--- src/rtl/match_score_fsm_pkg.sv ---
// Shared game package: match state encoding, player identity and the
// default goal-line geometry used by the ball, paddle and score logic.
package match_score_fsm_pkg;

  typedef enum logic [1:0] {
    PLAY       = 2'd0,
    SCORED     = 2'd1,
    WAIT_SERVE = 2'd2,
    OVER       = 2'd3
  } state_t;

  typedef enum logic {
    P1 = 1'b0,
    P2 = 1'b1
  } player_t;

  // Default playfield geometry (pixels).
  localparam int X_GOAL_L_DEF  = 30;
  localparam int X_GOAL_R_DEF  = 979;
  localparam int BALL_SIZE_DEF = 15;

endpackage

--- src/rtl/match_score_fsm_win_check.sv ---
// score_win_check: combinational win test for the player who just scored.
//   new_score : scorer's score after the increment
//   opp_score : opponent's score
//   win       : new_score >= WIN_SCORE and (lead >= WIN_MARGIN or new_score
//               has hit the top of the register)
module score_win_check #(
  parameter int SCORE_W    = 4,
  parameter int WIN_SCORE  = 9,
  parameter int WIN_MARGIN = 1
) (
  input  logic [SCORE_W-1:0] new_score,
  input  logic [SCORE_W-1:0] opp_score,
  output logic               win
);

  localparam logic [SCORE_W-1:0] MAX_SCORE = {SCORE_W{1'b1}};

  logic [SCORE_W:0] ns_x, os_x, lead;

  assign ns_x = {1'b0, new_score};
  assign os_x = {1'b0, opp_score};

  // Lead is clamped at zero when the scorer is not ahead, so the unsigned
  // compare against WIN_MARGIN can never see a wrapped difference.
  assign lead = (ns_x > os_x) ? (ns_x - os_x) : '0;

  // A saturated score ends the match even without the margin, otherwise a
  // tied game at the register ceiling could never finish.
  assign win = (ns_x >= (SCORE_W+1)'(WIN_SCORE)) &&
               ((lead >= (SCORE_W+1)'(WIN_MARGIN)) || (new_score == MAX_SCORE));

endmodule

--- src/rtl/match_score_fsm.sv ---
// match_score_fsm: point and match controller for pong.
//   clk, rst          : clock, asynchronous active-high reset
//   timing_tick       : frame enable, goals are only detected on ticks
//   x_ball            : ball left-edge x coordinate
//   ball_in_play      : low while the ball is held for a serve
//   new_game          : one-cycle restart request (highest priority)
//   player1/2_score   : saturating scores
//   point_pulse       : one-cycle strobe per awarded point
//   last_scorer       : 0 = P1, 1 = P2
//   game_over, winner : match decided / who won
module match_score_fsm
  import match_score_fsm_pkg::*;
#(
  parameter int SCORE_W    = 4,
  parameter int WIN_SCORE  = 9,
  parameter int WIN_MARGIN = 1,
  parameter int X_W        = 11,
  parameter int X_GOAL_L   = X_GOAL_L_DEF,
  parameter int X_GOAL_R   = X_GOAL_R_DEF,
  parameter int BALL_SIZE  = BALL_SIZE_DEF
) (
  input  logic               clk,
  input  logic               rst,
  input  logic               timing_tick,
  input  logic [X_W-1:0]     x_ball,
  input  logic               ball_in_play,
  input  logic               new_game,
  output logic [SCORE_W-1:0] player1_score,
  output logic [SCORE_W-1:0] player2_score,
  output logic               point_pulse,
  output logic               last_scorer,
  output logic               game_over,
  output logic               winner
);

  localparam logic [SCORE_W-1:0] MAX_SCORE = {SCORE_W{1'b1}};
  // One extra bit so thresholds at or beyond 2**X_W compare correctly.
  localparam logic [X_W:0] THR_L = (X_W+1)'(X_GOAL_L);
  localparam logic [X_W:0] THR_R = (X_W+1)'(X_GOAL_R - BALL_SIZE/2);

  state_t  state, state_nx;
  player_t scorer, scorer_nx;

  logic [SCORE_W-1:0] p1_nx, p2_nx;
  logic               pulse_nx, last_nx, over_nx, winner_nx;

  logic [SCORE_W-1:0] scr_cur, opp_cur, s_new;
  logic               goal_l, goal_r, win;

  assign goal_l = {1'b0, x_ball} < THR_L;
  assign goal_r = {1'b0, x_ball} > THR_R;

  assign scr_cur = (scorer == P2) ? player2_score : player1_score;
  assign opp_cur = (scorer == P2) ? player1_score : player2_score;
  assign s_new   = (scr_cur == MAX_SCORE) ? MAX_SCORE : scr_cur + SCORE_W'(1);

  score_win_check #(
    .SCORE_W   (SCORE_W),
    .WIN_SCORE (WIN_SCORE),
    .WIN_MARGIN(WIN_MARGIN)
  ) u_win (
    .new_score(s_new),
    .opp_score(opp_cur),
    .win      (win)
  );

  always_ff @(posedge clk or posedge rst) begin
    if (rst) begin
      state         <= PLAY;
      scorer        <= P1;
      player1_score <= '0;
      player2_score <= '0;
      point_pulse   <= 1'b0;
      last_scorer   <= 1'b0;
      game_over     <= 1'b0;
      winner        <= 1'b0;
    end else begin
      state         <= state_nx;
      scorer        <= scorer_nx;
      player1_score <= p1_nx;
      player2_score <= p2_nx;
      point_pulse   <= pulse_nx;
      last_scorer   <= last_nx;
      game_over     <= over_nx;
      winner        <= winner_nx;
    end
  end

  always_comb begin
    state_nx  = state;
    scorer_nx = scorer;
    p1_nx     = player1_score;
    p2_nx     = player2_score;
    pulse_nx  = 1'b0;
    last_nx   = last_scorer;
    over_nx   = game_over;
    winner_nx = winner;

    if (new_game) begin
      // Restart waits for a fresh serve so a ball still behind a goal
      // line cannot score immediately.
      p1_nx     = '0;
      p2_nx     = '0;
      over_nx   = 1'b0;
      winner_nx = 1'b0;
      state_nx  = WAIT_SERVE;
    end else begin
      case (state)
        PLAY: begin
          if (timing_tick && ball_in_play) begin
            if (goal_l) begin
              scorer_nx = P2;
              state_nx  = SCORED;
            end else if (goal_r) begin
              scorer_nx = P1;
              state_nx  = SCORED;
            end
          end
        end
        SCORED: begin
          if (scorer == P2) p2_nx = s_new;
          else              p1_nx = s_new;
          pulse_nx = 1'b1;
          last_nx  = scorer;
          if (win) begin
            over_nx   = 1'b1;
            winner_nx = scorer;
            state_nx  = OVER;
          end else begin
            state_nx  = WAIT_SERVE;
          end
        end
        WAIT_SERVE: if (!ball_in_play) state_nx = PLAY;
        OVER:       ;
        default:    state_nx = PLAY;
      endcase
    end
  end

endmodule

--- config.mk ---
export PLATFORM = sky130hd
export DESIGN_NAME = match_score_fsm
export DESIGN_NICKNAME = d
export VERILOG_FILES = /design/src/rtl/match_score_fsm_pkg.sv /design/src/rtl/match_score_fsm_win_check.sv /design/src/rtl/match_score_fsm.sv
export SDC_FILE = /design/constraint.sdc
export NUM_CORES = 1
export LEC_CHECK = 0
export CAP_MARGIN = 20
export CORE_UTILIZATION = 45
export CTS_BUF_LIST = sky130_fd_sc_hd__clkbuf_2
export DETAILED_ROUTE_END_ITERATION = 10
export PLACE_DENSITY = 0.75
export RECOVER_POWER = 25
export SLEW_MARGIN = 25
export SYNTH_ARGS = -nofsm -noshare
export SYNTH_HDL_FRONTEND = slang
export SYNTH_HIERARCHICAL = 1
export SYNTH_SLANG_ARGS = --single-unit
--- constraint.sdc ---
create_clock -name clk -period 7 [get_ports clk]
set_input_delay 1.4 -clock clk [delete_from_list [all_inputs] [get_ports clk]]
set_output_delay 1.4 -clock clk [all_outputs]
set_load 0.005 [all_outputs]
# After elaboration in Yosys (flattened, before gate mapping)
# Cells that the tools add are included.
# totals
register_bits,15
latch_bits,0
ramBits,0
romBits,0
in_bits,16
output_inout_bits,12
elab_cells,66
n_memories,0
# classes
add_sub_neg,2
multipliers,0
n_div,0
n_lt_le_gt_ge,5
n_eq_ne,8
shift,0
n_mux,27
bitwise,1
n_reduce_logical,15
# ops
cell,count
$mux W4,9
$gt A11 B10 Y1 const B,1
$lt A11 B5 Y1 const B,1
$mux W1,11
$mux W2,5
$eq A4 B4 Y1 const B,2
$reduce_and A2 Y1,4
$reduce_and A4 Y1,2
$reduce_bool A2 Y1,4
$ne A3 B3 Y1 const B,2
$pmux W2 S3,1
$ge A5 B1 Y1 const B,1
$mux W5,1
$sub A4 B4 Y5,1
$add A4 B1 Y4 const B,1
$ge A4 B4 Y1 const B,1
$gt A4 B4 Y1,1
$ne A4 B4 Y1 const B,1
$reduce_bool A4 Y1,1
$eq A2 B1 Y1 const B,1
$eq A2 B2 Y1 const B,1
$logic_and A1 B1 Y1,2
$logic_not A2 Y1,1
$ne A2 B2 Y1 const B,1
other kinds (2),2

# Longest topological paths before layout
# Gate-level depths: netlist of run 1.
# depth
word_depth,11
ltp_mapped,19
mapped_depth_nobuf,18

# Modules after synthesis
# The synthesis of run 1 kept the hierarchy.
# by_module_without_submodules
mod,instances,cells_each,area_per_inst_um2,seq_area_each_um2
match_score_fsm,1,104,967.2,375.4
score_win_check,1,28,206.4,0.0

# Worst setup path before layout of run 1
# Ideal clock, no wire load.
# synth_path
path_kind,register -> register
startpoint,register scorer
endpoint,register state[0]
setup_ns,0.079
arrival_time_ns,3.034
required_ns,6.921
path_slack_ns,3.886
stages_incl_launch_ff,18
n_path_buf,1
period_less_slack_ns,3.114
cell_sequence,dfrtp_1 > buf_6 > mux2i_1 > inv_1 > ha_1 > o21ai_1 > nor2b_1 > inv_1 > fa_1 > xor2_1 > o31ai_1 > and3_1 > a2111oi_1 > a41o_1 > nand2_1 > o21ai_0 > nand2b_1 > mux2i_1
# synth_between
elab_chain_len,11
word_cells_on_any_way,16
cone_classes,add/sub (2); order compare (3); eq/ne (2); mux (7); reduce/logical (2)
# synth_rtl
item,line_no,source
"start, declared",match_score_fsm.sv:42,"player_t scorer, scorer_nx;"
"start signal, assigned",match_score_fsm.sv:79,scorer <= scorer_nx;
$mux W4 (*),match_score_fsm.sv:53,assign scr_cur = (scorer == P2) ? player2_score : player1_score;
$add A4 B1 Y4 / $eq A4 B4 Y1 (equally long branches),match_score_fsm.sv:55,assign s_new = (scr_cur == MAX_SCORE) ? MAX_SCORE : scr_cur + SCORE_W'(1);
$mux W4 (*),match_score_fsm.sv:55,
net s_new[1],match_score_fsm.sv:47,"logic [SCORE_W-1:0] scr_cur, opp_cur, s_new;"
$sub A4 B4 Y5 / $gt A4 B4 Y1 (equally long branches),match_score_fsm_win_check.sv:25,assign lead = (ns_x > os_x) ? (ns_x - os_x) : '0;
$mux W5,match_score_fsm_win_check.sv:25,
$ge A5 B1 Y1,match_score_fsm_win_check.sv:30,((lead >= (SCORE_W+1)'(WIN_MARGIN)) || (new_score == MAX_SCORE));
$logic_or A1 B1 Y1,match_score_fsm_win_check.sv:30,
$logic_and A1 B1 Y1 (*),match_score_fsm_win_check.sv:29,assign win = (ns_x >= (SCORE_W+1)'(WIN_SCORE)) &&
net win,match_score_fsm.sv:48,"logic goal_l, goal_r, win;"
$mux W1 (*),match_score_fsm.sv:125,if (win) begin
$pmux W2 S3 (*),match_score_fsm.sv:108,case (state)
$mux W2 (*),match_score_fsm.sv:99,if (new_game) begin
"end signal, assigned",match_score_fsm.sv:78,state <= state_nx;
"end, declared",match_score_fsm.sv:41,"state_t state, state_nx;"
# The timed path passes the listed nets; every way through them passes the cells marked *.
# A chain may end at the register's enable or synchronous reset.

# Worst setup path in the final report of run 1
# Same ends and word-level chain as after synthesis.

==> metrics, run 1 <==
final wirelength=2.87 mm; n_diodes=0; P_leak=0.643 nW; syn nets=157; Syn Inst Count=132; mux cell area share after synthesis=9.81%; top_reg_cell synth=dfrtp_1; Worst Hold Class=reg2reg; Post-synth EDFFs=0; Synth Area in Simple Gates=21.2%; Post-CTS Setup Inserts=0; Setup WS post-layout=3030 ps; row count=18; crit path DAT=4200 ps; most area-hungry cell type in the Yosys netlist=dfrtp_1; Critical Setup Path Class=reg2reg; final setup vio count=0; area of the core=2480 sq um; CTS sink count=15; top post-synthesis cells by area=dfrtp_1 (32%), ha_1 (8.5%), mux2i_1 (6.0%); Clock Skew=20.7 ps; Reg clk slew, reported paths=140 ps; Power Dens Cells=197 nW/um^2; share of cells above drive strength 1=6.37%; Period Utilization, post-route=56.7%; vias in the first global route=1112; Post-Synth XOR/XNOR Area=0.746%; Tot GR Track Use=23.7%; Final ANT Viol Nets=0; fin nets=183; outcome=finished, final reports clean; Clk Latency, worst-skew pair=310 ps; # fillers=240; yosys warns=6; largest net degree at the start of global routing=19; number of buffers created by CTS=3; CTS tree=done; hold-fix buffers at CTS=0; Crit path required time=7230 ps; die area=2820 sq um; WHS Path Cells=2; gr ovfl total=0; number of synthesized register bits=15; Iter 0 DRT Violations=12; R2R depth=16; dpl ws=3200 ps; top cell type's share of synthesized area=32.0%; Vias=1073; Worst setup EP type=register; Commonest cells post-synth=dfrtp_1 (15), inv_1 (14), ha_1 (8), nand2_1 (8), nor2_1 (8); count leader, synth=dfrtp_1; CP Max Fanout=17; post-synthesis adder-cell area fraction=10.2%; Hold Fails Final Rpt=0; Max Root-Sink Buffers=2; Synth async-reset ratio=100%; Worst VDD drop=0.129 mV; FF+latch area=375 sq um; RSZ-0062 raised after global routing=no; CP Launch Type=register; wire per inst=15.3 microns; DRT Pass-1 Iters=4; DRC Markers=0; relative slew slack=55.4%; Period minus WS final=3970 ps; antenna violations before repair=0; max_cap viols=0; GPL Wtd Cong=0.849; multi-input logic area=713 sq um; largest family of logic cells by synthesized area=simple AND/OR/NAND/NOR gates; PnR Total Power=290 uW; DR vias/cell=5.74; Pins Over Slew Limit=0; num ports=28; Netlist cell types=45; Compound-Gate Fraction of Synth Area=18.8%; Peak Freq=252 MHz; Root Driver=clkbuf_2; post-DP HPWL=2.22 mm; first-pass GRT wire length=4.73 mm; Die H=53.1 microns; Layout Area Growth over Synthesis=25.2%; Post-Syn Area=1170 sq um; CTS resizes=0; htree depth=1; Worst-Margin Slew=667 ps; Die W=53.1 microns; Initial Utilization=47.4%; Avg Inst Size Synth=8.89 sq um; IO buf count=27; register area share after synthesis=32.0%; Setup Total Neg Slack=0 ps
critical path: stages (launching register included):
cell and delay [ps]:
dfrtp_1 740, mux2i_1 330, inv_1 80, ha_1 250, o21ai_1 200, nor2b_1 290, inv_1 150, fa_1 490
xor2_1 220, o31ai_1 80, and3_1 180, a2111oi_1 290, a41o_1 190, nand2_1 80, o21ai_0 110, nand2b_1 90
mux2i_1 120
metrics by stage:
| step | util (%) | std cells | hold slack [ps] | instance area (sq um) |
|---|---|---|---|---|
| 2_1_floorplan | - | 132 | 486 | 1170 |
| 3_3_place_gp | 58.5 | 183 | 495 | 1450 |
| 3_5_place_dp | 58.5 | 183 | 505 | 1450 |
| 4_1_cts | 59.3 | 187 | 543 | 1470 |
| 5_1_grt | 59.3 | 187 | 561 | 1470 |
| 6_report | 59.3 | 187 | 531 | 1470 |
routing by layer:
layer / vias up / GRT usage [%] / routed length [microns]
met1: 521 / 25.9 / 1260
met4: 0 / 8.33 / 46
met3: 7 / 6.32 / 80
li1: 525 / - / -
met2: 20 / 43.5 / 1480
met5: - / 0 / 0
report_power, final:
| part | switching [mW] | leakage (nW) | internal, mW |
|---|---|---|---|
| clock | 0.0301 | 0.0164 | 0.0129 |
| combinational | 0.0733 | 0.422 | 0.0632 |
| sequential | 0.0109 | 0.204 | 0.0992 |
logic make-up after synthesis:
logic type      Yosys count
compound gates           31
xor+xnor                  1
fa+ha+maj                 9
buf+inv                  20
flops                    15
mux                      11
simple gates             45
final cells by class:
cell class	instances	share of cell area, %
multi-input cells	97	48.6
clock inverters	1	0.341
inverters	14	3.58
clock buffers	3	1.02
repair buffers	27	18.4
well taps	30	2.56
flip-flops and latches	15	25.6
registers in the layout (all words and copies together), names as in the netlist:
register       flops
player1_score      4
player2_score      4
state              2
game_over          1
last_scorer        1
point_pulse        1
scorer             1
winner             1
final timing paths:
check	start	endpoint	slack (ps)
min in group asynchronous	rst	player2_score[2]$_DFFE_PP0P_	1570
worst min-delay path	game_over$_DFFE_PP0P_	game_over$_DFFE_PP0P_	530
worst max-delay path	scorer$_DFFE_PP0P_	state[0]$_DFFE_PP0P_	3030
worst max register to register	scorer$_DFFE_PP0P_	state[0]$_DFFE_PP0P_	3030
worst min register to register	game_over$_DFFE_PP0P_	game_over$_DFFE_PP0P_	530
max in group asynchronous	rst	winner$_DFFE_PP0P_	5020
layout by cell type, fill, tap and decap left out, types with 2 or more instances in the layout:
cell             instances
a31oi_1                  2
o31ai_1                  2
dfrtp_1                 15
and2_1                   2
a21oi_1                  5
nand3_1                  5
inv_1                   14
mux2_2                   4
nor2_1                   8
nor3b_1                  3
clkdlybuf4s50_1         26
o21ai_0                  3
nand2b_1                 4
ha_1                     8
clkbuf_2                 3
o2bb2ai_1                2
a41oi_1                  2
nor2b_1                  4
a211oi_1                 2
a21o_1                   2
mux2i_1                  7
and3_1                   2
nand2_1                  8
o21bai_1                 2
(Power assumes the default switching activity.)
==> inputs of run 2 (changes only) <==
--- a/config.mk
+++ b/config.mk
@@ -9,7 +9,7 @@
 export CORE_UTILIZATION = 45
 export CTS_BUF_LIST = sky130_fd_sc_hd__clkbuf_2
 export DETAILED_ROUTE_END_ITERATION = 10
-export PLACE_DENSITY = 0.75
+export PLACE_DENSITY = 0.78
 export RECOVER_POWER = 25
 export SLEW_MARGIN = 25
 export SYNTH_ARGS = -nofsm -noshare
==> constraint.sdc (replaced) <==
create_clock -name clk -period 3.2 [get_ports clk]
set_input_delay 0.64 -clock clk [delete_from_list [all_inputs] [get_ports clk]]
set_output_delay 0.64 -clock clk [all_outputs]
set_load 0.005 [all_outputs]
==> run 2 against run 1 <==
  * The run now ends with setup timing left
  * Die area unchanged
  * Via count increased by 4.8%
  * Combinational power increased to 3.1 times the previous value
  * Total power increased to 2.6 times the previous value
  * Worst setup slack got worse by 3000 ps
  * Sequential share of layout area decreased by 3.6 points
  * Design area increased by 17%
  * Sequential cell count unchanged
  * Sequential power increased by 120%
==> metrics, run 2 (synthesis gave the netlist of run 1 again) <==
final setup vio count=1 (+1); Psw=286 uW (+150%); Critical Setup Path Class=reg2reg; post-route insts no fill=203 (+8.6%); DRC Markers=0 (unchanged); fin nets=199 (+8.7%); Final ANT Viol Nets=0 (unchanged); Worst Hold Class=reg2reg; htree depth=1 (unchanged); Setup WS post-layout=-9.14 ps (-3040 ps); DRT Pass-1 Iters=4 (unchanged); Period Utilization, post-route=100% (+44 points); sequential share of power=31.9% (-6.1 points); Die H=53.1 microns (unchanged); Worst Hold Launch=game_over$_DFFE_PP0P_; GR Layer Usage met3=5.46% (-0.86 points); gr ovfl total=0 (unchanged); die area=2820 sq um (unchanged); Hold Fails Final Rpt=0 (unchanged); Reg clk slew, reported paths=170 ps (+30 ps); CP Launch Type=register; Tot GR Track Use=24.3% (+0.58 points); CTS tree=done; n_diodes=0 (unchanged); CP Max Fanout=5 (-12); num ports=28 (unchanged); commonest non-fill, non-tap cell in the layout=clkdlybuf4s50_1; Power Dens Cells=440 nW/um^2 (+120%); failing checks=setup timing; number of buffers created by CTS=3 (unchanged); Max Root-Sink Buffers=2 (unchanged); Worst setup EP type=register; Worst-Margin Slew=623 ps (-44.7 ps); GR peak layer=met2; hold-fix buffers at CTS=0 (unchanged); crit path DAT=3440 ps (-760 ps); Net Sw Frac=37.9% (-1.5 points); multi-input logic area=823 sq um (+15%); post-DP HPWL=2.29 mm (+3.1%); max_cap viols=0 (unchanged); most frequent cells in the layout=clkdlybuf4s50_1 (26), dfrtp_1 (14), buf_4 (13), inv_1 (12), nor2_1 (8); final wirelength=3.05 mm (+6.5%); # fillers=201 (-16%); Period minus WS final=3210 ps (-761 ps); relative slew slack=58.4% (+3.0 points); wire per inst=15.0 microns (-1.9%); vias in the first global route=1062 (-4.5%); GPL Wtd Cong=0.800 (-5.7%); Initial Utilization=47.4% (unchanged); Worst VDD drop=0.399 mV (+210%); largest net degree at the start of global routing=19 (unchanged); FF+latch area=377 sq um (+0.33%); first-pass GRT wire length=4.92 mm (+3.9%); Die W=53.1 microns (unchanged); dpl cells=193 (+5.5%); met2 GRT Util=43.7% (+0.21 points); Reg-to-Reg Start=scorer$_DFFE_PP0P_; Root Driver=clkbuf_2; CTS sink count=15 (unchanged); P_leak=0.735 nW (+14%); share of cells above drive strength 1=26.0% (+20 points); Crit path required time=3430 ps (-3800 ps); Setup Total Neg Slack=-9.14 ps (-9.14 ps); Clock Skew=11.7 ps (-9.01 ps); Layout Area Growth over Synthesis=45.8%; dpl ws=-69.5 ps (-3270 ps); row count=18 (unchanged); PnR Total Power=753 uW (+160%); area of the core=2480 sq um (unchanged); IO buf count=27 (unchanged); antenna violations before repair=0 (unchanged); Clk Latency, worst-skew pair=310 ps (about the same); RSZ-0062 raised after global routing=yes; DR vias/cell=5.54 (-3.5%); Vias=1124 (+4.8%); Internal=467 uW (+170%); Worst Setup SP=scorer$_DFFE_PP0P_; Comb power frac=55.3% (+8.2 points); grt met1 use=28.8% (+2.9 points); Regs by FF count=player1_score: 4 flops, player2_score: 4 flops, state: 2 flops; outcome=complete, but fails checks; clock share of power=12.8% (-2.1 points); Peak Freq=312 MHz (+24%); Iter 0 DRT Violations=16 (+4); Pins Over Slew Limit=0 (unchanged)
-- run 2: changes by cell type in the layout (fill, tap and decap cells not counted), moves of 3 or more --
cell,delta
buf_4,+13
buf_6,+3
ha_1,-3
ha_4,+3
-- run 2: timing repair --
action,in CTS,in global routing
setup endpoints to repair,3,3
pin swaps,3,11
setup buffers,2,4
gates resized for setup,10,20
-- run 2: area by class of cell --
cell class	count	area share, %
clock buffers	3	0.877
clock inverters	1	0.292
inverters	14	3.07
multi-input cells	97	48.1
flip-flops and latches	15	22.0
well taps	30	2.19
repair buffers	43	23.5
-- run 2: per-layer routing --
layer / vias to the layer above / part of all wire [%] / wire, microns
li1: 554 / - / -
met1: 536 / 43 / 1320
met2: 27 / 52 / 1590
met3: 7 / 3.3 / 100
met4: 0 / 1.3 / 41
met5: - / 0 / 0
-- run 2: final timing paths --
kind	depth (start not counted)	to	slack (ps)
max in group asynchronous	2	player1_score[0]$_DFFE_PP0P_	1990
setup / recovery	17	state[0]$_DFFE_PP0P_	-9
setup reg to reg	17	state[0]$_DFFE_PP0P_	-9
min in group asynchronous	2	player1_score[1]$_DFFE_PP0P_	800
hold reg to reg	2	game_over$_DFFE_PP0P_	520
hold / removal	2	game_over$_DFFE_PP0P_	520
-- run 2: stage by stage --
| step | hold WS (ps) | utilization, % | instance area (sq um) |
|---|---|---|---|
| after floorplan | 486 | - | 1170 |
| after global placement | 494 | 61.5 | 1520 |
| after detailed placement | 494 | 61.5 | 1520 |
| after CTS | 528 | 64.9 | 1610 |
| after global routing | 577 | 69.1 | 1710 |
| final | 522 | 69.1 | 1710 |
-- run 2: power by group through the flow --
stage / clock (mW) / sequential (mW) / combinational, mW
final: 0.0967 / 0.240 / 0.416
after global routing: 0.107 / 0.245 / 0.461
after CTS: 0.0987 / 0.239 / 0.354
after detailed placement: 0 / 0.243 / 0.321
after global placement: 0 / 0.239 / 0.311
after floorplan: 0 / 0.238 / 0.199
-- run 2: critical path, stage by stage, from the launching register on --
cell	delay [ps]
dfrtp_1	430
buf_6	130
mux2i_2	230
inv_1	100
ha_4	180
buf_6	110
or2b_1	240
and2_4	180
ha_4	310
xor2_2	190
o31ai_1	90
and3_1	160
a2111oi_2	270
a41o_1	180
nand2_1	80
o21ai_1	80
nand2b_1	60
mux2i_1	120
==> inputs of run 3 (changes only) <==
--- a/config.mk
+++ b/config.mk
@@ -9,7 +9,7 @@
 export CORE_UTILIZATION = 45
 export CTS_BUF_LIST = sky130_fd_sc_hd__clkbuf_2
 export DETAILED_ROUTE_END_ITERATION = 10
-export PLACE_DENSITY = 0.78
+export PLACE_DENSITY = 0.75
 export RECOVER_POWER = 25
 export SLEW_MARGIN = 25
 export SYNTH_ARGS = -nofsm -noshare
==> constraint.sdc (replaced) <==
create_clock -name clk -period 3.08 [get_ports clk]
set_input_delay 0.462 -clock clk [delete_from_list [all_inputs] [get_ports clk]]
set_output_delay 0.462 -clock clk [all_outputs]
set_load 0.005 [all_outputs]
==> run 3 against run 2 <==
  * The run still ends with setup timing left
  * Via count increased by 14%
  * Sequential power increased by 3%
  * Hold slack improved by 5.8 ps
  * Die area unchanged
  * Worst setup slack got worse by 130 ps
  * Non-clock buffer count increased by 19
  * Clock skew increased by 1.1 ps
  * Utilization increased by 7.6 points
  * Critical path type unchanged
  * Largest power group unchanged
  * Highest routed layer unchanged
==> metrics, run 3 (synthesis gave the netlist of run 1 again) <==
outcome=complete, but fails checks; failing checks=setup timing; Layout Area Growth over Synthesis=61.8%; commonest non-fill, non-tap cell in the layout=buf_4; Root Driver=clkbuf_2; DRC Markers=0 (unchanged); most frequent cells in the layout=buf_4 (35), clkdlybuf4s50_1 (26), dfrtp_1 (14), inv_1 (10), nor2_1 (8); CTS tree=done; CP max-delay cell=dfrtp_2; crit path cell chain=mux2i_2, inv_1, ha_4, o21ai_4, nand2_2, buf_4, buf_4, buf_4, buf_4, buf_4, buf_4, buf_4, buf_4, buf_4, buf_4, nand2_2, a2111oi_4, a41o_1, nand2_1, o21ai_1, nand2b_1, mux2i_1; GPL Wtd Cong=0.885 (+11%); DR vias/cell=5.77 (+4.2%); num ports=28 (unchanged); CP Capture Point=state[0]$_DFFE_PP0P_; dpl cells=203 (+5.2%); number of buffers created by CTS=3 (unchanged); Worst setup EP type=register; vias in the first global route=1253 (+18%); Setup WS post-layout=-135 ps (-126 ps); Psw=339 uW (+19%); n_diodes=0 (unchanged); dpl ws=-316 ps (-247 ps); multi-input logic area=880 sq um (+6.8%); Hold Fails Final Rpt=0 (unchanged); Setup Total Neg Slack=-251 ps (-242 ps); relative slew slack=58.0% (-0.41 points); hold slack=528 ps (+5.79 ps); row count=18 (unchanged); Die W=53.1 microns (unchanged); post-route insts no fill=222 (+9.4%); final setup vio count=3 (+2); IO buf count=27 (unchanged); WHS Path Cells=2 (unchanged); Worst-Margin Slew=629 ps (+6.06 ps); Worst R2R Setup Slack=-130 ps (-130 ps); CP Max Fanout=4 (-1); P_leak=0.821 nW (+12%); Net Sw Frac=38.3% (+0.40 points); Comb power frac=61.1% (+5.8 points); Clock Skew=12.8 ps (+1.08 ps); wire per inst=17.1 microns (+14%); Worst VDD drop=0.367 mV (-8.2%); Pins Over Slew Limit=0 (unchanged); Crit path required time=3270 ps (-160 ps); CP Launch Type=register; Iter 0 DRT Violations=47 (+31); cell mode on critical path=buf_4; Period minus WS final=3210 ps (+5.77 ps); fin area=1900 sq um (+11%); largest net degree at the start of global routing=19 (unchanged); Regs by FF count=player1_score: 4 flops, player2_score: 4 flops, state: 2 flops; antenna violations before repair=0 (unchanged); R2R depth=22 (+5); CTS sink count=15 (unchanged); clock share of power=11.1% (-1.7 points); Initial Utilization=47.4% (unchanged); post-DP HPWL=2.40 mm (+4.8%); end of the worst register-to-register path=state[0]$_DFFE_PP0P_; first-pass GRT wire length=5.80 mm (+18%); Clk Latency, worst-skew pair=300 ps (about the same); # fillers=167 (-17%); Die H=53.1 microns (unchanged); Worst Setup SP=scorer$_DFFE_PP0P_; Reg clk slew, reported paths=160 ps (about the same); hold-fix buffers at CTS=0 (unchanged); PnR Total Power=883 uW (+17%); FF+latch area=377 sq um (unchanged); htree depth=1 (unchanged); placed instance area=1610 sq um (+5.6%); sequential share of power=27.8% (-4.1 points); Internal=545 uW (+17%); Worst Hold Class=reg2reg; max_cap viols=0 (unchanged); final wirelength=3.80 mm (+25%); slowest stage delay, CP=460 ps (+30 ps); Final ANT Viol Nets=0 (unchanged); crit path DAT=3400 ps (-40 ps); Tot GR Track Use=29.3% (+4.9 points); Peak Freq=311 MHz (-0.18%); Reg-to-Reg Start=scorer$_DFFE_PP0P_; DRT Pass-1 Iters=4 (unchanged); gr ovfl total=0 (unchanged); area of the core=2480 sq um (unchanged); Vias=1281 (+14%); fin nets=218 (+9.5%); RSZ-0062 raised after global routing=yes; Critical Setup Path Class=reg2reg; Max Root-Sink Buffers=2 (unchanged); Final Util=76.7% (+7.6 points); die area=2820 sq um (unchanged); Period Utilization, post-route=104% (+4.1 points); share of cells above drive strength 1=35.9% (+9.9 points); Power Dens Cells=465 nW/um^2 (+5.8%)
==> run 3: changes by cell type in the layout (fill, tap and decap cells not counted), sizes merged <==
cell / before / now
buf: 16 / 35
==> run 3: area by class of cell <==
type	instances	area share, %
multi-input cells	97	46.3
repair buffers	62	28.1
flip-flops and latches	15	19.8
inverters	14	2.77
well taps	30	1.98
clock buffers	3	0.791
clock inverters	1	0.264
==> run 3: routing by layer <==
layer | GRT usage [%] | vias to the layer above | wire length, microns
met5 | 0 | - | 0
met2 | 53.4 | 61 | 2030
met3 | 7.76 | 10 | 174
li1 | - | 594 | -
met1 | 32.7 | 616 | 1510
met4 | 8.77 | 0 | 93
==> run 3: worst min-delay path by stage <==
stage                                from                      endpoint
floorplan                             rst         game_over$_DFFE_PP0P_
global placement    game_over$_DFFE_PP0P_         game_over$_DFFE_PP0P_
detailed placement  game_over$_DFFE_PP0P_         game_over$_DFFE_PP0P_
CTS                                   rst  player2_score[1]$_DFFE_PP0P_
global route        game_over$_DFFE_PP0P_         game_over$_DFFE_PP0P_
finish              game_over$_DFFE_PP0P_         game_over$_DFFE_PP0P_
==> run 3: repair_timing <==
item,in CTS,in global routing
setup buffers,13,2
cloned,0,0
pin swaps,8,2
gates resized for setup,25,8
endpoints found under the setup margin,3,3
==> run 3: worst max-delay path: cells and delay by family (launching register included) <==
family,cells,cell delay [ps]
fa+ha+maj,1,180
simple gates,4,340
compound gates,4,470
flops,1,460
buf+inv,11,1330
mux,2,320
==> run 3: power by group through the flow <==
stage | sequential (mW) | combinational (mW) | clock [mW]
after detailed placement | 0.251 | 0.368 | 0
after CTS | 0.246 | 0.486 | 0.0989
after global placement | 0.248 | 0.354 | 0
final | 0.246 | 0.539 | 0.0983
after floorplan | 0.248 | 0.213 | 0
after global routing | 0.250 | 0.579 | 0.110
